### config.mk
export PLATFORM = sky130hd
export DESIGN_NAME = mantissa_sub_normalize
export DESIGN_NICKNAME = d
export VERILOG_FILES = /design/src/rtl/mantissa_sub_normalize.sv
export SDC_FILE = /design/constraint.sdc
export NUM_CORES = 1
export LEC_CHECK = 0
export CAP_MARGIN = 30
export CORE_MARGIN = 8
export CORE_UTILIZATION = 54
export CTS_BUF_LIST = sky130_fd_sc_hd__clkbuf_2 sky130_fd_sc_hd__clkbuf_4 sky130_fd_sc_hd__clkbuf_8
export CTS_CLUSTER_SIZE = 20
export DETAILED_ROUTE_END_ITERATION = 16
export PLACE_DENSITY = 0.83
export SKIP_CTS_REPAIR_TIMING = 1
export SYNTH_ARGS = -nofsm -noshare
export SYNTH_HDL_FRONTEND = slang
export SYNTH_SLANG_ARGS = --single-unit
### constraint.sdc
create_clock -name CLK -period 4.1 [get_ports CLK]
set_clock_uncertainty 0.1 [all_clocks]
set_input_delay 0.82 -clock CLK [delete_from_list [all_inputs] [get_ports CLK]]
set_output_delay 0.82 -clock CLK [all_outputs]
set_load 0.01 [all_outputs]
### src/rtl/mantissa_sub_normalize.sv
// -----------------------------------------------------------------------------
// mantissa_sub_normalize
//   Sequential subtract-and-normalize unit for the FPU datapath. Accepts two
//   exponent-aligned mantissas, forms |A-B|, then left-normalizes the result one
//   bit per cycle, decrementing the exponent on each shift. The exponent never
//   goes below 1 through shifting; a result that cannot be normalized before
//   the exponent floor is flagged denorm.
//
// Ports
//   CLK, RST            clock (rising edge), synchronous active-high reset
//   in_valid/in_ready   operand handshake (accept only in IDLE)
//   mant_a, mant_b      aligned mantissas, sampled on the accept cycle only
//   exp_in              common (larger) biased exponent
//   out_valid/out_ready result handshake (result held while out_ready=0)
//   mant_out, exp_out   normalized magnitude and adjusted exponent
//   swap                A<B, caller must invert the result sign
//   zero                result is exactly zero (exp_out forced to 0)
//   denorm              normalization stopped at the exponent floor
//
// States
//   S_IDLE | waiting for operands, in_ready=1
//   S_NORM | shifting left one bit per cycle until normalized/zero/floor
//   S_DONE | result presented, out_valid=1
// -----------------------------------------------------------------------------
module mantissa_sub_normalize #(
    parameter int WIDTH = 27,
    parameter int EXPW  = 8
) (
    input  logic             CLK,
    input  logic             RST,
    input  logic             in_valid,
    output logic             in_ready,
    input  logic [WIDTH-1:0] mant_a,
    input  logic [WIDTH-1:0] mant_b,
    input  logic [EXPW-1:0]  exp_in,
    output logic             out_valid,
    input  logic             out_ready,
    output logic [WIDTH-1:0] mant_out,
    output logic [EXPW-1:0]  exp_out,
    output logic             swap,
    output logic             zero,
    output logic             denorm
);

    typedef enum logic [1:0] {
        S_IDLE = 2'd0,
        S_NORM = 2'd1,
        S_DONE = 2'd2
    } state_t;

    state_t           state_q, state_d;
    logic [WIDTH-1:0] mant_q, mant_d;
    logic [EXPW-1:0]  exp_q, exp_d;
    logic             swap_q, swap_d;
    logic             zero_q, zero_d;
    logic             denorm_q, denorm_d;

    always_comb begin
        state_d  = state_q;
        mant_d   = mant_q;
        exp_d    = exp_q;
        swap_d   = swap_q;
        zero_d   = zero_q;
        denorm_d = denorm_q;

        case (state_q)
            S_IDLE: begin
                if (in_valid) begin
                    if (mant_a >= mant_b) begin
                        mant_d = mant_a - mant_b;
                        swap_d = 1'b0;
                    end else begin
                        mant_d = mant_b - mant_a;
                        swap_d = 1'b1;
                    end
                    exp_d    = exp_in;
                    zero_d   = 1'b0;
                    denorm_d = 1'b0;
                    state_d  = S_NORM;
                end
            end
            S_NORM: begin
                if (mant_q == '0) begin
                    zero_d  = 1'b1;
                    exp_d   = '0;
                    state_d = S_DONE;
                end else if (mant_q[WIDTH-1]) begin
                    state_d = S_DONE;
                end else if (exp_q <= EXPW'(1)) begin
                    // Shifting further would take the exponent below 1.
                    denorm_d = 1'b1;
                    state_d  = S_DONE;
                end else begin
                    mant_d = {mant_q[WIDTH-2:0], 1'b0};
                    exp_d  = exp_q - EXPW'(1);
                end
            end
            S_DONE: begin
                if (out_ready) begin
                    state_d = S_IDLE;
                end
            end
            default: begin
                state_d = S_IDLE;
            end
        endcase
    end

    always_ff @(posedge CLK) begin
        if (RST) begin
            state_q  <= S_IDLE;
            mant_q   <= '0;
            exp_q    <= '0;
            swap_q   <= 1'b0;
            zero_q   <= 1'b0;
            denorm_q <= 1'b0;
        end else begin
            state_q  <= state_d;
            mant_q   <= mant_d;
            exp_q    <= exp_d;
            swap_q   <= swap_d;
            zero_q   <= zero_d;
            denorm_q <= denorm_d;
        end
    end

    assign in_ready  = (state_q == S_IDLE);
    assign out_valid = (state_q == S_DONE);
    assign mant_out  = mant_q;
    assign exp_out   = exp_q;
    assign swap      = swap_q;
    assign zero      = zero_q;
    assign denorm    = denorm_q;

endmodule

**Word level (Yosys, flattened, before mapping)**

Index checks and enable logic that the tools add are counted.

- Eq/ne operators: 12
- Add/subtract/negate cells: 3
- Mux-type cells: 25
- Reduce and logical (&&, ||, !) cells: 10
- Divide/modulo/power cells: 0
- Shift-type cells: 0
- $mul: 0
- Bitwise operators: 0
- Magnitude comparators: 2

Operators with widths:

| cell | count |
|---|---|
| two-way mux 27 bit | 5 |
| one-hot mux 27 bit (2 select lines) | 1 |
| subtractor 27 bit | 2 |
| two-way mux 8 bit | 4 |
| greater-or-equal comparator 27 bit | 1 |
| zero test 27 bit | 1 |
| one-hot mux 8 bit (2 select lines) | 1 |
| != test 2 bit, second input constant | 6 |
| two-way mux 2 bit | 5 |
| AND reduction 5 bit | 2 |
| AND reduction 3 bit | 3 |
| less-or-equal comparator 8 x 1 -> 1 bit, second input constant | 1 |
| subtractor 8 x 1 -> 8 bit, second input constant | 1 |
| two-way mux 1 bit | 6 |
| != test 3 bit, second input constant | 2 |
| one-hot mux 2 bit (3 select lines) | 1 |
| != test 4 bit, second input constant | 1 |
| one-hot mux 1 bit (2 select lines) | 2 |
| AND reduction 4 bit | 1 |
| == test 2 x 1 -> 1 bit, second input constant | 1 |
| == test 2 bit, second input constant | 1 |
| zero test 2 bit | 1 |
| != test 2 x 1 -> 1 bit, second input constant | 1 |
| AND reduction 2 bit | 1 |
| nonzero test 2 bit | 1 |

- Memory bits (read-only): 0
- Memories kept: 0
- RAM bits: 0
- Input port bits: 66
- Bits in latches: 0
- Output and inout port bits: 40
- Register bits: 40
- Logic and storage cells: 59

**Logic depth before layout (Yosys ltp)**

- Depth after elaboration: 5
- Depth in mapped cells: 14
- Gate-level depth less buffers: 12

**Worst setup path before layout**

OpenSTA, ideal clock, no wires.

- Kind: input-to-reg
- From: in mant_a[10]
- To: reg mant_q[20] (netlist: mant_out[20])
- Library setup time: 116 ps
- Cell stages on the path: 13
- Arrival time: 3,248 ps
- Slack: 636 ps
- Path through: inv_1 ha_1 buf_4 nand4_4 nor3_2 o31ai_1 a2111oi_4 o21ai_0 clkbuf_1 a221oi_1 o32ai_2 xnor2_1 a31o_1

- Cells in the longest elaborated chain, start to end: 4
- Elaborated cells on any way between the ends: 6
- Those cells by class: 2 x add/sub; 1 x order compare; 3 x mux

Ends and longest elaborated chain:

| item | line | text |
|---|---|---|
| start, declared | 33 | `input logic [WIDTH-1:0] mant_a,` |
| subtractor 27 bit (tied with other cells) | 73 | `mant_d = mant_b - mant_a;` |
| two-way mux 27 bit (*) | 69 | `if (mant_a >= mant_b) begin` |
| two-way mux 27 bit (*) | 68 | `if (in_valid) begin` |
| one-hot mux 27 bit (2 select lines) (*) | 66 | `case (state_q)` |
| end signal, assigned | 119 | `mant_q <= mant_d;` |
| end, declared | 52 | `logic [WIDTH-1:0] mant_q, mant_d;` |

Every way passes the cells marked *; elsewhere a longest branch is shown, timed or not. The select of a mux whose other input is x is not followed.
A chain may end at the register's enable or synchronous reset.

**Worst setup path after layout**

- From: in mant_a[10]
- To: reg mant_q[21] (netlist: mant_out[21])

The elaborated chain is that of the path after synthesis.

==> results.md <==
- Worst EP required: roughly 4.2 ns
- Fraction of layout cells with a size suffix above 1: 14.4%
- Mapped Avg Cell Area: 6.98 µm²
- Post-synth EDFFs: 0
- Root buf cell: clkbuf_8
- CP max stage delay: around 0.51 ns
- FF-to-FF setup slack: between 1 and 1.5 ns
- Fillers: between 700 and 800
- Primary FF master, synth: dfxtp_1
- Grt met3 use: ~4.3%
- Most frequent CP cell: mux2i_1
- Slowest CP cell: nor2_2
- Largest net degree at the start of global routing: 31
- Cell Count, Final, Fillers Out: 1048
- Die Area: approximately 13000 µm²
- CTS Buf Count: 5
- Wirelength per Cell: 19.1 µm
- Family with the most delay on the worst path: simple AND/OR/NAND/NOR gates
- FFs w/ async S/R, synth: 0%
- Detailed-route wire length: approximately 20000 µm
- CTS tree: built
- H-tree depth: 2
- Max-cap check violation count: 0
- GR Util All Layers: a little under a third
- Max_slew headroom: between 30 and 40%
- N_diodes: 0
- CP arrival: approximately 4.1 ns
- GR peak layer: met2
- Number of global-route vias before repair: about 6300
- Unrepaired setup endpoints after global routing: no
- VDD IR max: between 200 and 250 µV
- Pwr dens: ~380 nW/µm²
- Setup crit end kind: flop
- Placement Cell Area: between 6000 and 7000 µm²
- CTS Sinks: 40
- Grt met1 use: between 30 and 40%
- DR DRC count: 0
- DP Worst Slack: -0.165 ns
- Leakage: between 3 and 4 nW
- Status: finished, final reports clean
- Hold Vio Cnt, Final: 0
- Port bufs: roughly 110
- Post-layout min period: 3.97 ns
- Crit start category: primary input
- Die Span X: between 100 and 150 µm
- Worst min path class: reg2reg
- Vias per cell: 6.14
- GR Util met2: 51.8%
- I/O pins: around 110
- P&R area growth vs syn: 36.4%
- Buf/Inv on CP: 3
- Ratio of final minimum period to clock period: about 97%
- Register bit total from synthesis: 40
- First-pass GRT wire length: roughly 32000 µm
- Worst Setup Slack, final: roughly 0.13 ns
- DR pass1 iterations: 5
- Dpl hpwl: approximately 17000 µm
- Row count: 36
- Grt ovf: 0
- Post-Syn Nets: 868
- Warnings from Yosys: 0
- Worst slew pin tran: between 1 and 1.5 ns
- Finished Cell Area: 7100 µm²
- Initial DRC count: 711
- Count of final max-slew check failures: 0
- Initial antenna violation count: 0
- Crit path max fanout: 9
- Clk_lat worst skew: ~0.30 ns
- CP Cell Sequence: clkdlybuf4s50_1, inv_1, ha_1, buf_4, nand4_1, nor4_1, a221o_1, a21o_1, nor2_2, mux2i_1, mux2i_1, a211oi_2
- Post-Synthesis Cell Area: 5200 µm²
- Number of distinct library cells after synthesis: 67
- Initial Utilization: 54.5%
- Final setup violation count: 0
- Gate count after technology mapping: roughly 750
- Share of the yosys chip area belonging to registers: 15.4%
- NumNets Final: between 1000 and 1500
- Fmax: 252 MHz
- Placed Instances: about 1000
- Deepest clock path buffer count: 2
- Post-DRT Antenna Nets: 0
- Core ar.: 9550 µm²
- CTS clk-pin slew, worst paths: 0.08 ns
- Routability congestion estimate: just under 1
- Via count: about 6400
- Die Ht: 114 µm
- Setup CP Type: in2reg
[stage by stage]
step / util (%) / power, W / hold slack (ns) / setup TNS (ns)
4_1_cts: 74.3 / 0.00264 / 0.363 / 0
3_5_place_dp: 73.3 / 0.00236 / 0.353 / -0.857
5_1_grt: 74.3 / 0.00284 / 0.379 / 0
3_3_place_gp: 73.3 / 0.00230 / 0.352 / -0.180
6_report: 74.3 / 0.00267 / 0.368 / 0
2_1_floorplan: - / 0.00159 / 0.381 / 0
[power breakdown]
group          leakage (nW)  internal, W  switching (W)
combinational          2.84     0.000796       0.000942
sequential            0.330     0.000507       0.000155
clock                0.0510     0.000134       0.000140
[logic make-up (layout without fill, tap and decap cells)]
kind of cell             count (synthesis)  count (layout)  synth area share [%]
AO/OA/AOI/OAI                          281             281                  35.5
XOR/XNOR                                10              10                  1.68
adder cells (fa/ha/maj)                 57              57                  14.0
buffers and inverters                  118             288                  9.11
flip-flops                              40              40                  15.4
multiplexers                            18              18                  3.51
AND/OR/NAND/NOR                        221             221                  20.8
[layout make-up]
class                           count  area (µm²)  share of cell area [%]
Clock inverter                      2        10.0                   0.141
Sequential cell                    40         801                    11.3
Timing Repair Buffer              208        1820                    25.7
Inverter                           72         270                    3.81
Tap cell                          133         166                    2.35
Clock buffer                        6        82.6                    1.16
Multi-Input combinational cell    587        3940                    55.5
[cells in the mapped netlist (11+ instances only)]
| master | instances | area share, % |
|---|---|---|
| nor2_1 | 60 | 4.3 |
| nor4_1 | 12 | 1.4 |
| a21o_1 | 24 | 3.5 |
| mux2i_1 | 16 | 3.1 |
| a22oi_1 | 15 | 2.2 |
| nand3_1 | 13 | 1.3 |
| nor3_1 | 21 | 2.0 |
| a211oi_1 | 11 | 1.6 |
| nand4_1 | 16 | 1.9 |
| ha_1 | 55 | 13 |
| o21ai_0 | 48 | 4.6 |
| nand2_1 | 56 | 4.0 |
| dfxtp_1 | 40 | 15 |
| inv_1 | 72 | 5.2 |
| and2_1 | 12 | 1.4 |
| a21oi_1 | 95 | 9.1 |
| clkbuf_1 | 31 | 2.2 |
[worst paths after layout]
check / from / endpoint / cells after the start
worst min register to register: swap$_SDFFE_PP0P_ / swap$_SDFFE_PP0P_ / 2
worst max register to register: exp_out[0]$_SDFFE_PP0P_ / mant_out[23]$_SDFFE_PP0P_ / 11
worst max-delay path: mant_a[10] / mant_out[21]$_SDFFE_PP0P_ / 12
worst min-delay path: swap$_SDFFE_PP0P_ / swap$_SDFFE_PP0P_ / 2
[cell usage in the layout (no fill, tap or decap), drive strengths merged, types with 22 or more instances in the layout]
cell	netlist	layout
inv	72	72
ha	55	55
a21oi	97	97
dfxtp	40	40
o21ai	49	49
nor3	22	22
clkdlybuf4s50	0	105
buf	15	103
nor2	61	61
nand2	56	56
a21o	24	24
[layer usage]
layer,vias up,wire [µm]
met3,36,1510
met5,-,0
met1,3053,8620
li1,3039,-
met4,0,442
met2,310,9460
[worst register-to-register path, cell delays in order, from the launching register on]
cell and delay [ns]:
dfxtp_1 0.38, inv_1 0.11, ha_1 0.26, nor2_1 0.07, nor3_1 0.57, nor2_1 0.15
o22a_1 0.24, buf_4 0.23, o21ai_0 0.33, nor3_1 0.09, a21oi_1 0.20, o31ai_1 0.08
[registers in the layout (all words and copies together) (netlist names)]
| name | count |
|---|---|
| exp_out | 8 |
| denorm | 1 |
| state_q | 2 |
| mant_out | 27 |
| swap | 1 |
| zero | 1 |
(Power assumes the default switching activity.)
